==> src/rtl/qos_pkg.sv <==
// Shared definitions for the QoS class buffer and the arbiter that drives it.
// Contents:
//   NQ, CLASS_W   - number of traffic classes and the width of a class index
//   qmask_t       - one bit per queue (grant, empty, full vectors)
//   GNT_Q0..Q3    - one-hot grant encodings, bit i selects queue i
//   onehot0()     - true when a mask has at most one bit set
package qos_pkg;

  localparam int NQ      = 4;
  localparam int CLASS_W = 2;

  typedef logic [NQ-1:0] qmask_t;

  localparam qmask_t GNT_Q0 = 4'b0001;
  localparam qmask_t GNT_Q1 = 4'b0010;
  localparam qmask_t GNT_Q2 = 4'b0100;
  localparam qmask_t GNT_Q3 = 4'b1000;

  // Clearing the lowest set bit leaves zero only for a zero or one-hot mask.
  function automatic logic onehot0(input qmask_t m);
    return (m & (m - 1'b1)) == '0;
  endfunction

endpackage

==> src/rtl/qos_fifo.sv <==
// Single synchronous FIFO used once per traffic class.
// Ports:
//   clk, reset_L   - rising-edge clock, asynchronous active-low reset
//   wr_en_i        - write request; ignored when full unless a read frees a slot
//   wr_data_i      - word to write
//   rd_en_i        - read request; ignored when empty
//   rd_data_o      - current head word (combinational view of storage)
//   count_o        - registered occupancy, 0..DEPTH
//   empty_o/full_o - decoded from count_o
module qos_fifo #(
  parameter  int DATA_W = 8,
  parameter  int DEPTH  = 4,
  localparam int CNT_W  = $clog2(DEPTH) + 1,
  localparam int PTR_W  = $clog2(DEPTH)
) (
  input  logic              clk,
  input  logic              reset_L,
  input  logic              wr_en_i,
  input  logic [DATA_W-1:0] wr_data_i,
  input  logic              rd_en_i,
  output logic [DATA_W-1:0] rd_data_o,
  output logic [CNT_W-1:0]  count_o,
  output logic              empty_o,
  output logic              full_o
);

  logic [DATA_W-1:0] mem_q [DEPTH];
  logic [PTR_W-1:0]  wr_ptr_q, wr_ptr_d;
  logic [PTR_W-1:0]  rd_ptr_q, rd_ptr_d;
  logic [CNT_W-1:0]  count_q, count_d;
  logic              do_wr, do_rd;

  assign empty_o   = (count_q == '0);
  assign full_o    = (count_q == CNT_W'(DEPTH));
  assign count_o   = count_q;
  assign rd_data_o = mem_q[rd_ptr_q];

  // A read in the same cycle frees the slot a write into a full FIFO needs.
  assign do_rd = rd_en_i && !empty_o;
  assign do_wr = wr_en_i && (!full_o || do_rd);

  // DEPTH is a power of two, so pointers wrap by plain overflow.
  always_comb begin
    wr_ptr_d = do_wr ? wr_ptr_q + 1'b1 : wr_ptr_q;
    rd_ptr_d = do_rd ? rd_ptr_q + 1'b1 : rd_ptr_q;
    count_d  = count_q;
    if (do_wr && !do_rd) count_d = count_q + 1'b1;
    if (!do_wr && do_rd) count_d = count_q - 1'b1;
  end

  // NOTE: state uses non-blocking assignments so every flop samples pre-edge values.
  always_ff @(posedge clk or negedge reset_L) begin
    if (!reset_L) begin
      wr_ptr_q <= '0;
      rd_ptr_q <= '0;
      count_q  <= '0;
    end else begin
      wr_ptr_q <= wr_ptr_d;
      rd_ptr_q <= rd_ptr_d;
      count_q  <= count_d;
    end
  end

  // NOTE: storage has no reset; pointers and count alone define what is valid.
  always_ff @(posedge clk) begin
    if (do_wr) mem_q[wr_ptr_q] <= wr_data_i;
  end

endmodule

==> src/rtl/qos_class_buffer.sv <==
// Ingress buffer for the PCIe QoS path: four per-class FIFOs selected by a
// 2-bit traffic class, drained by a one-hot grant from the arbiter.
// Ports:
//   clk, reset_L         - rising-edge clock, asynchronous active-low reset
//   enb                  - global enable shared with the arbiter
//   push/push_class/push_data - enqueue request into queue push_class
//   grant                - one-hot pop select (zero = no pop)
//   data_out/valid_out   - registered popped word and its one-cycle strobe
//   empty/full           - per-queue status from registered counts
//   drop_err             - pulse: push dropped on a full queue
//   grant_err            - pulse: grant not one-hot, or aimed at an empty queue
module qos_class_buffer
  import qos_pkg::*;
#(
  parameter  int DATA_W = 8,
  parameter  int DEPTH  = 4,
  localparam int CNT_W  = $clog2(DEPTH) + 1
) (
  input  logic               clk,
  input  logic               reset_L,
  input  logic               enb,
  input  logic               push,
  input  logic [CLASS_W-1:0] push_class,
  input  logic [DATA_W-1:0]  push_data,
  input  logic [NQ-1:0]      grant,
  output logic [DATA_W-1:0]  data_out,
  output logic               valid_out,
  output logic [NQ-1:0]      empty,
  output logic [NQ-1:0]      full,
  output logic               drop_err,
  output logic               grant_err
);

  qmask_t            wr_en, rd_en;
  logic [DATA_W-1:0] rd_data [NQ];
  logic [CNT_W-1:0]  count   [NQ];
  logic [DATA_W-1:0] pop_data;
  logic              grant_ok, drop_d, grant_err_d;

  assign grant_ok = onehot0(grant);

  // Empty queues are masked out, so a legal grant on an empty queue pops nothing
  // and a simultaneous push into that queue is never bypassed to the output.
  assign rd_en = (enb && grant_ok) ? (grant & ~empty) : '0;

  always_comb begin
    wr_en = '0;
    if (enb && push) wr_en[push_class] = 1'b1;
  end

  assign drop_d      = enb && push && full[push_class] && !rd_en[push_class];
  assign grant_err_d = enb && (grant != '0) && (!grant_ok || ((grant & empty) != '0));

  for (genvar g = 0; g < NQ; g++) begin : g_q
    qos_fifo #(.DATA_W(DATA_W), .DEPTH(DEPTH)) u_fifo (
      .clk       (clk),
      .reset_L   (reset_L),
      .wr_en_i   (wr_en[g]),
      .wr_data_i (push_data),
      .rd_en_i   (rd_en[g]),
      .rd_data_o (rd_data[g]),
      .count_o   (count[g]),
      .empty_o   (empty[g]),
      .full_o    (full[g])
    );

    a_flags: assert property (@(posedge clk) disable iff (!reset_L)
      (empty[g] == (count[g] == '0)) && (full[g] == (count[g] == CNT_W'(DEPTH))));
  end

  // NOTE: default assigned first so the mux cannot infer a latch.
  always_comb begin
    pop_data = '0;
    for (int i = 0; i < NQ; i++) begin
      if (rd_en[i]) pop_data = rd_data[i];
    end
  end

  always_ff @(posedge clk or negedge reset_L) begin
    if (!reset_L) begin
      data_out  <= '0;
      valid_out <= 1'b0;
      drop_err  <= 1'b0;
      grant_err <= 1'b0;
    end else begin
      valid_out <= |rd_en;
      drop_err  <= drop_d;
      grant_err <= grant_err_d;
      if (|rd_en) data_out <= pop_data;
    end
  end

endmodule

==> config.mk <==
export PLATFORM = sky130hd
export DESIGN_NAME = qos_class_buffer
export DESIGN_NICKNAME = d
export VERILOG_FILES = /design/src/rtl/qos_pkg.sv /design/src/rtl/qos_fifo.sv /design/src/rtl/qos_class_buffer.sv
export SDC_FILE = /design/constraint.sdc
export NUM_CORES = 1
export LEC_CHECK = 0
export CAP_MARGIN = 10
export CORE_MARGIN = 10
export CORE_UTILIZATION = 61
export DETAILED_ROUTE_END_ITERATION = 10
export PLACE_DENSITY_LB_ADDON = 0.2
export SYNTH_ARGS = -nofsm -noshare
export SYNTH_HDL_FRONTEND = slang
export SYNTH_SLANG_ARGS = --single-unit
==> constraint.sdc <==
create_clock -name clk -period 4.85 [get_ports clk]
set_clock_uncertainty 0.05 [all_clocks]
set_input_delay 0.7275 -clock clk [delete_from_list [all_inputs] [get_ports clk]]
set_output_delay 0.7275 -clock clk [all_outputs]
set_load 0.02 [all_outputs]
Yosys cells after proc, flatten, opt, wreduce, memory -nomap -nowiden
Memories as Yosys holds them, arrays and structs flattened.
Index checks and enable logic that the tools add are counted.
{ "totals": {"regBits": 39, "ram_bits": 128, "input_bits": 18, "wordCells": 133, "mem_count": 4} }
{ "mem_list": {"columns": ["name", "words", "word_bits", "rd", "rd_ports_with_merged_regs", "wr", "line_no", "rtl"], "rows": [
  ["g_q[0].u_fifo.mem_q", 4, 8, 1, 0, 1, "qos_fifo.sv:27", "logic [DATA_W-1:0] mem_q [DEPTH];"],
  ["g_q[1].u_fifo.mem_q", 4, 8, 1, 0, 1, "qos_fifo.sv:27", null],
  ["g_q[2].u_fifo.mem_q", 4, 8, 1, 0, 1, "qos_fifo.sv:27", null],
  ["g_q[3].u_fifo.mem_q", 4, 8, 1, 0, 1, "qos_fifo.sv:27", null]
]} }
{ "classes": {"n_addsub": 17, "magnitude_cmp": 2, "n_eq_ne": 4, "mux": 28, "bitwise": 4, "reduce_logical": 58} }
{ "ops": {"columns": ["op", "count"], "rows": [
  ["$mux 8", 4],
  ["$mux 3", 8],
  ["$logic_and 1x1->1", 23],
  ["$logic_not 1->1", 18],
  ["$add 2x1->2 const B", 8],
  ["$add 3x1->3 const B", 4],
  ["$and 4x4->4", 3],
  ["$eq 3x3->1 const B", 4],
  ["$logic_not 3->1", 4],
  ["$sub 3x1->3 const B", 4],
  ["$mux 1", 11],
  ["$mux 4", 2],
  ["$reduce_bool 2->1", 4],
  ["$reduce_bool 4->1", 2],
  ["$logic_or 1x1->1", 5],
  ["$bmux 1 s2", 2],
  ["$logic_not 4->1", 1],
  ["$not 4->4", 1],
  ["$reduce_or 4->1", 1],
  ["$sub 4x1->4 const B", 1],
  ["$lt 2x3->1 const B", 1],
  ["$demux 1 s2", 1],
  ["$ge 2x1->1 const B", 1]
]} }

Logic depth before layout (Yosys ltp)
{ "logic_depth": {"depth_word": 11, "depth_mapped": 12, "depth_no_buf": 10} }

Cells and area by module
Synthesis repeated with hierarchy kept, for this count alone.
{ "unflattened": {"cells_unflattened": 495, "area_unflattened_um2": 7603.5} }
{ "by_module_without_submodules": {"columns": ["module", "instances", "cells_per_inst", "area_per_inst_um2", "seq_area_each_um2"], "rows": [
  ["qos_fifo at g_q[0].u_fifo ...", 3, 96, 1677.9, 1136.1],
  ["qos_fifo at g_q[1].u_fifo", 1, 94, 1669.1, 1136.1],
  ["qos_class_buffer", 1, 113, 900.9, 275.3]
]} }

Worst setup path after synthesis
OpenSTA, ideal clock, no wires.
{ "synth_path": {"kind": "input port to flip-flop", "start": "input grant[2]", "end": "register g_q[0].u_fifo.count_q[1]", "setup_ns": 0.083, "arrival_time_ns": 2.631, "setup_slack_ns": 2.087, "cell_stages": 10, "n_path_buf": 2, "cell_sequence": "clkbuf_8 -> nor3b_1 -> clkbuf_1 -> a21oi_1 -> nor4_4 -> inv_1 -> ha_1 -> inv_1 -> fa_1 -> o21ai_0"} }
{ "synth_via": {"elab_chain_len": 11} }
{ "synth_rtl": {"columns": ["item", "line_no", "rtl"], "rows": [
  ["start: declaration", "qos_class_buffer.sv:25", "input logic [NQ-1:0] grant,"],
  ["$sub 4x1->4", "qos_pkg.sv:21", "return (m & (m - 1'b1)) == '0;"],
  ["$and 4x4->4 *", "qos_pkg.sv:21", null],
  ["$logic_not 4->1 *", "qos_pkg.sv:21", null],
  ["$logic_and 1x1->1 *", "qos_class_buffer.sv:44", "assign rd_en = (enb && grant_ok) ? (grant & ~empty) : '0;"],
  ["$mux 4 *", "qos_class_buffer.sv:44", null],
  ["$logic_and 1x1->1 *", "qos_fifo.sv:39", "assign do_rd = rd_en_i && !empty_o;"],
  ["$logic_or 1x1->1", "qos_fifo.sv:40", "assign do_wr = wr_en_i && (!full_o || do_rd);"],
  ["$logic_and 1x1->1", "qos_fifo.sv:40", null],
  ["$logic_not 1->1", "qos_fifo.sv:48", "if (!do_wr && do_rd) count_d = count_q - 1'b1;"],
  ["$logic_and 1x1->1", "qos_fifo.sv:48", null],
  ["$mux 3 or $reduce_bool 2->1 (tied branches)", null, null],
  ["end signal: assignment", "qos_fifo.sv:60", "count_q <= count_d;"],
  ["end: declaration", "qos_fifo.sv:30", "logic [CNT_W-1:0] count_q, count_d;"]
]} }
Every way passes the cells marked *; elsewhere a longest branch is shown, timed or not.
A chain may end at the register's enable or synchronous reset.

Final worst setup path
{ "layout_path": {"start": "input enb", "end": "register g_q[3].u_fifo.count_q[2]"} }
{ "layout_via": {"elab_chain_len": 8} }
{ "layout_rtl": {"columns": ["item", "line_no", "rtl"], "rows": [
  ["start: declaration", "qos_class_buffer.sv:21", "input logic enb,"],
  ["$logic_and 1x1->1", "qos_class_buffer.sv:44", null],
  ["$mux 4", "qos_class_buffer.sv:44", null],
  ["$logic_and 1x1->1", "qos_fifo.sv:39", null],
  ["$logic_or 1x1->1", "qos_fifo.sv:40", null],
  ["$logic_and 1x1->1", "qos_fifo.sv:40", null],
  ["$logic_not 1->1", "qos_fifo.sv:48", null],
  ["$logic_and 1x1->1", "qos_fifo.sv:48", null],
  ["$mux 3 or $reduce_bool 2->1 (tied branches)", null, null],
  ["end signal: assignment", "qos_fifo.sv:60", null],
  ["end: declaration", "qos_fifo.sv:30", null]
]} }
Parallel ways exist; a longest one is shown, timed or not.

==> metrics.cfg <==
[clock_tree]
clockRootBuffer=clkbuf_16
post-cts-setup-buffers=0
cts.sinks=167
htreeDepth=4
clock_latency_ns=0.42
cts_tree=built
clk_pin_slew_ns=0.06
cts_buffer_depth=2
cts_hold_buf=0
ctsResizeCount=0
cts_inserted_buffers=17

[setup_path]
critPathMaxStageDelay_ns=0.72
worstSetupStartpointType=primary input
criticalPathCategory=primary input to register
cp.required_ns=5.10
crit_slowest_cell=clkdlybuf4s50_1
worstSetupEndpointType=register
critPathMaxFanout=15
reg2reg_depth=10
critPathTopFamily=simple AND/OR/NAND/NOR gates
cp.depth=11
cp_cell_sequence=clkdlybuf4s50_1, nor4b_2, a21boi_0, nor3b_2, inv_1, ha_1, inv_1, fa_1, xor2_1, nor2_1, xor2_1
crit_buf_inv=3
critPathArrivalTime_ns=3.56

[floorplanning]
die_y_um=130
die_width_um=130
design.core.area_mm2=0.0119
initial_core_util=0.619
placementRows=40
io_pins=37
die-area_mm2=0.0169

[synthesis]
synth_fp_nets=480
ys_seq_area_frac=0.654
synth_edf_count=128
syn_inst=438
synth_flop_cell=edfxtp_1
syn_avg_cell_area_um2=16.8
ys_ff_latch=167
yosysWarnings=0
synth_cell_types=49
ys_async_sr_fraction=0.234
syn_area_mm2=0.00737

[timing]
fmax_mhz=302
setup_viol=0
rsz0062_at_grt=false
slew_viol_final=0
hold_viol_final=0
final.period_utilization=0.683
period_needed_ns=3.31
slew_headroom=0.360
finalSetupTns_ns=0
worst_slew_pin_slew_ns=0.960

[power_and_ir_drop]
power.density_mw_per_mm2=535
cellLeakagePower_uw=0.00301
irDropWorstVdd_v=0.000327

[grt]
grt_max_degree=40
grt_first_pass_wirelength_mm=22.4
grt_usage=0.182
grt_overflow=0
grt_pass1_vias=3968
antenna_found_initial=0

[placed_design]
io_buffers=36
hpwl_mm=9.43
gp_congestion=0.789

[finish]
layout_common_cells=edfxtp_1 (128), dfrtp_1 (39), inv_1 (36)
final_layout_size_suffix_gt1_frac=0.182
final_common_cell=edfxtp_1
utilization=0.700
antenna_cells=0
nets=508
area_growth_pct=13.1
nFillCells=779

[worst_hold_path]
min-delay-path-class=primary input to asynchronous set/reset pin

[run]
cap_viol_max_count=0

[drt]
routed_wl_mm=14.2
vias=3754
routed_via_density=6.00
drtPass1Iterations=5
drtIter0Drc=317
wl_per_cell_um=22.7
drtAntennaViolNets=0
drc=0

[outcome]
status=finished, final reports clean

-- sequential cells by signal, indices dropped and copies added (netlist names) --
signal               count
g_q.u_fifo.mem_q       128
g_q.u_fifo.count_o      12
data_out                 8
g_q.u_fifo.rd_ptr_q      8
g_q.u_fifo.wr_ptr_q      8
drop_err                 1
grant_err                1
valid_out                1
-- cell families (layout without fill, tap and decap cells) --
kind of cell,after synthesis,in the layout,synth area share
AO/OA/AOI/OAI,43,43,0.0429
multiplexers,38,38,0.107
flip-flops,167,167,0.654
buffers and inverters,64,105,0.0472
adder cells (fa/ha/maj),25,25,0.0461
AND/OR/NAND/NOR,77,77,0.0752
XOR/XNOR,24,24,0.0285
-- layer usage --
| layer | routed length (um) | global-route usage | up-vias |
|---|---|---|---|
| li1 | - | - | 1703 |
| met1 | 5920 | 0.230 | 1910 |
| met2 | 7070 | 0.297 | 122 |
| met3 | 974 | 0.0523 | 19 |
| met4 | 236 | 0.0622 | 0 |
| met5 | 0 | 0 | - |
-- report_power, final --
group | switching (uW) | total, uW | internal, uW | leakage (uW)
clock | 525 | 1420 | 895 | 0.000304
combinational | 487 | 1040 | 551 | 0.00108
sequential | 278 | 2000 | 1730 | 0.00163
total | 1290 | 4460 | 3170 | 0.00301
-- final cells by class --
type                    instances  area [um2]  area share
flip-flops and latches        167        4820       0.578
clock inverters                10         169      0.0202
inverters                      36         135      0.0162
clock buffers                  22         464      0.0556
well taps                     147         184      0.0220
repair buffers                 37         363      0.0435
multi-input cells             207        2210       0.265
-- cells in the mapped netlist (3+ instances only) --
| cell | n | area (um2) |
|---|---|---|
| edfxtp_1 | 128 | 3840 |
| fa_1 | 4 | 80.1 |
| xnor2_1 | 13 | 114 |
| nor2_1 | 4 | 15.0 |
| o221ai_1 | 8 | 70.1 |
| and4_2 | 8 | 80.1 |
| a21boi_0 | 3 | 22.5 |
| clkbuf_8 | 3 | 41.3 |
| and3b_1 | 7 | 61.3 |
| dfrtp_1 | 39 | 976 |
| mux4_2 | 32 | 721 |
| nor3b_1 | 4 | 30.0 |
| buf_6 | 6 | 67.6 |
| a211oi_1 | 11 | 82.6 |
| ha_1 | 20 | 250 |
| inv_1 | 36 | 135 |
| clkbuf_1 | 6 | 22.5 |
| and2_1 | 17 | 106 |
| xor2_1 | 11 | 96.3 |
| nor3_1 | 4 | 20.0 |
| buf_1 | 3 | 11.3 |
| mux2_2 | 4 | 45.0 |
| buf_4 | 8 | 60.1 |
| o21ai_0 | 12 | 60.1 |
| nand2_1 | 17 | 63.8 |
-- final timing paths --
check / slack (ns) / from / endpoint
worst max-delay path: 1.54 / enb / g_q[3].u_fifo.count_o[2]$_DFFE_PN0P_
worst min-delay path: 0.40 / reset_L / g_q[1].u_fifo.wr_ptr_q[0]$_DFFE_PN0P_
worst max register to register: 2.15 / g_q[3].u_fifo.count_o[1]$_DFFE_PN0P_ / g_q[3].u_fifo.count_o[2]$_DFFE_PN0P_
worst min register to register: 0.43 / g_q[1].u_fifo.count_o[2]$_DFFE_PN0P_ / g_q[1].u_fifo.count_o[2]$_DFFE_PN0P_
max in group asynchronous: 3.74 / reset_L / g_q[0].u_fifo.count_o[1]$_DFFE_PN0P_
min in group clk: 0.43 / g_q[1].u_fifo.count_o[2]$_DFFE_PN0P_ / g_q[1].u_fifo.count_o[2]$_DFFE_PN0P_
-- stage by stage --
stage	power, uW	hold WS, ns	worst slack (ns)	instance area, um2	instances
after global placement	3020	0.416	1.33	7710	594
after detailed placement	3070	0.423	1.19	7710	594
final	4460	0.400	1.54	8340	626
after floorplan	2730	0.382	2.09	7370	438
after CTS	4510	0.415	1.62	8340	626
after global routing	4700	0.456	1.35	8340	626
Power figures use the tool's default switching activity.
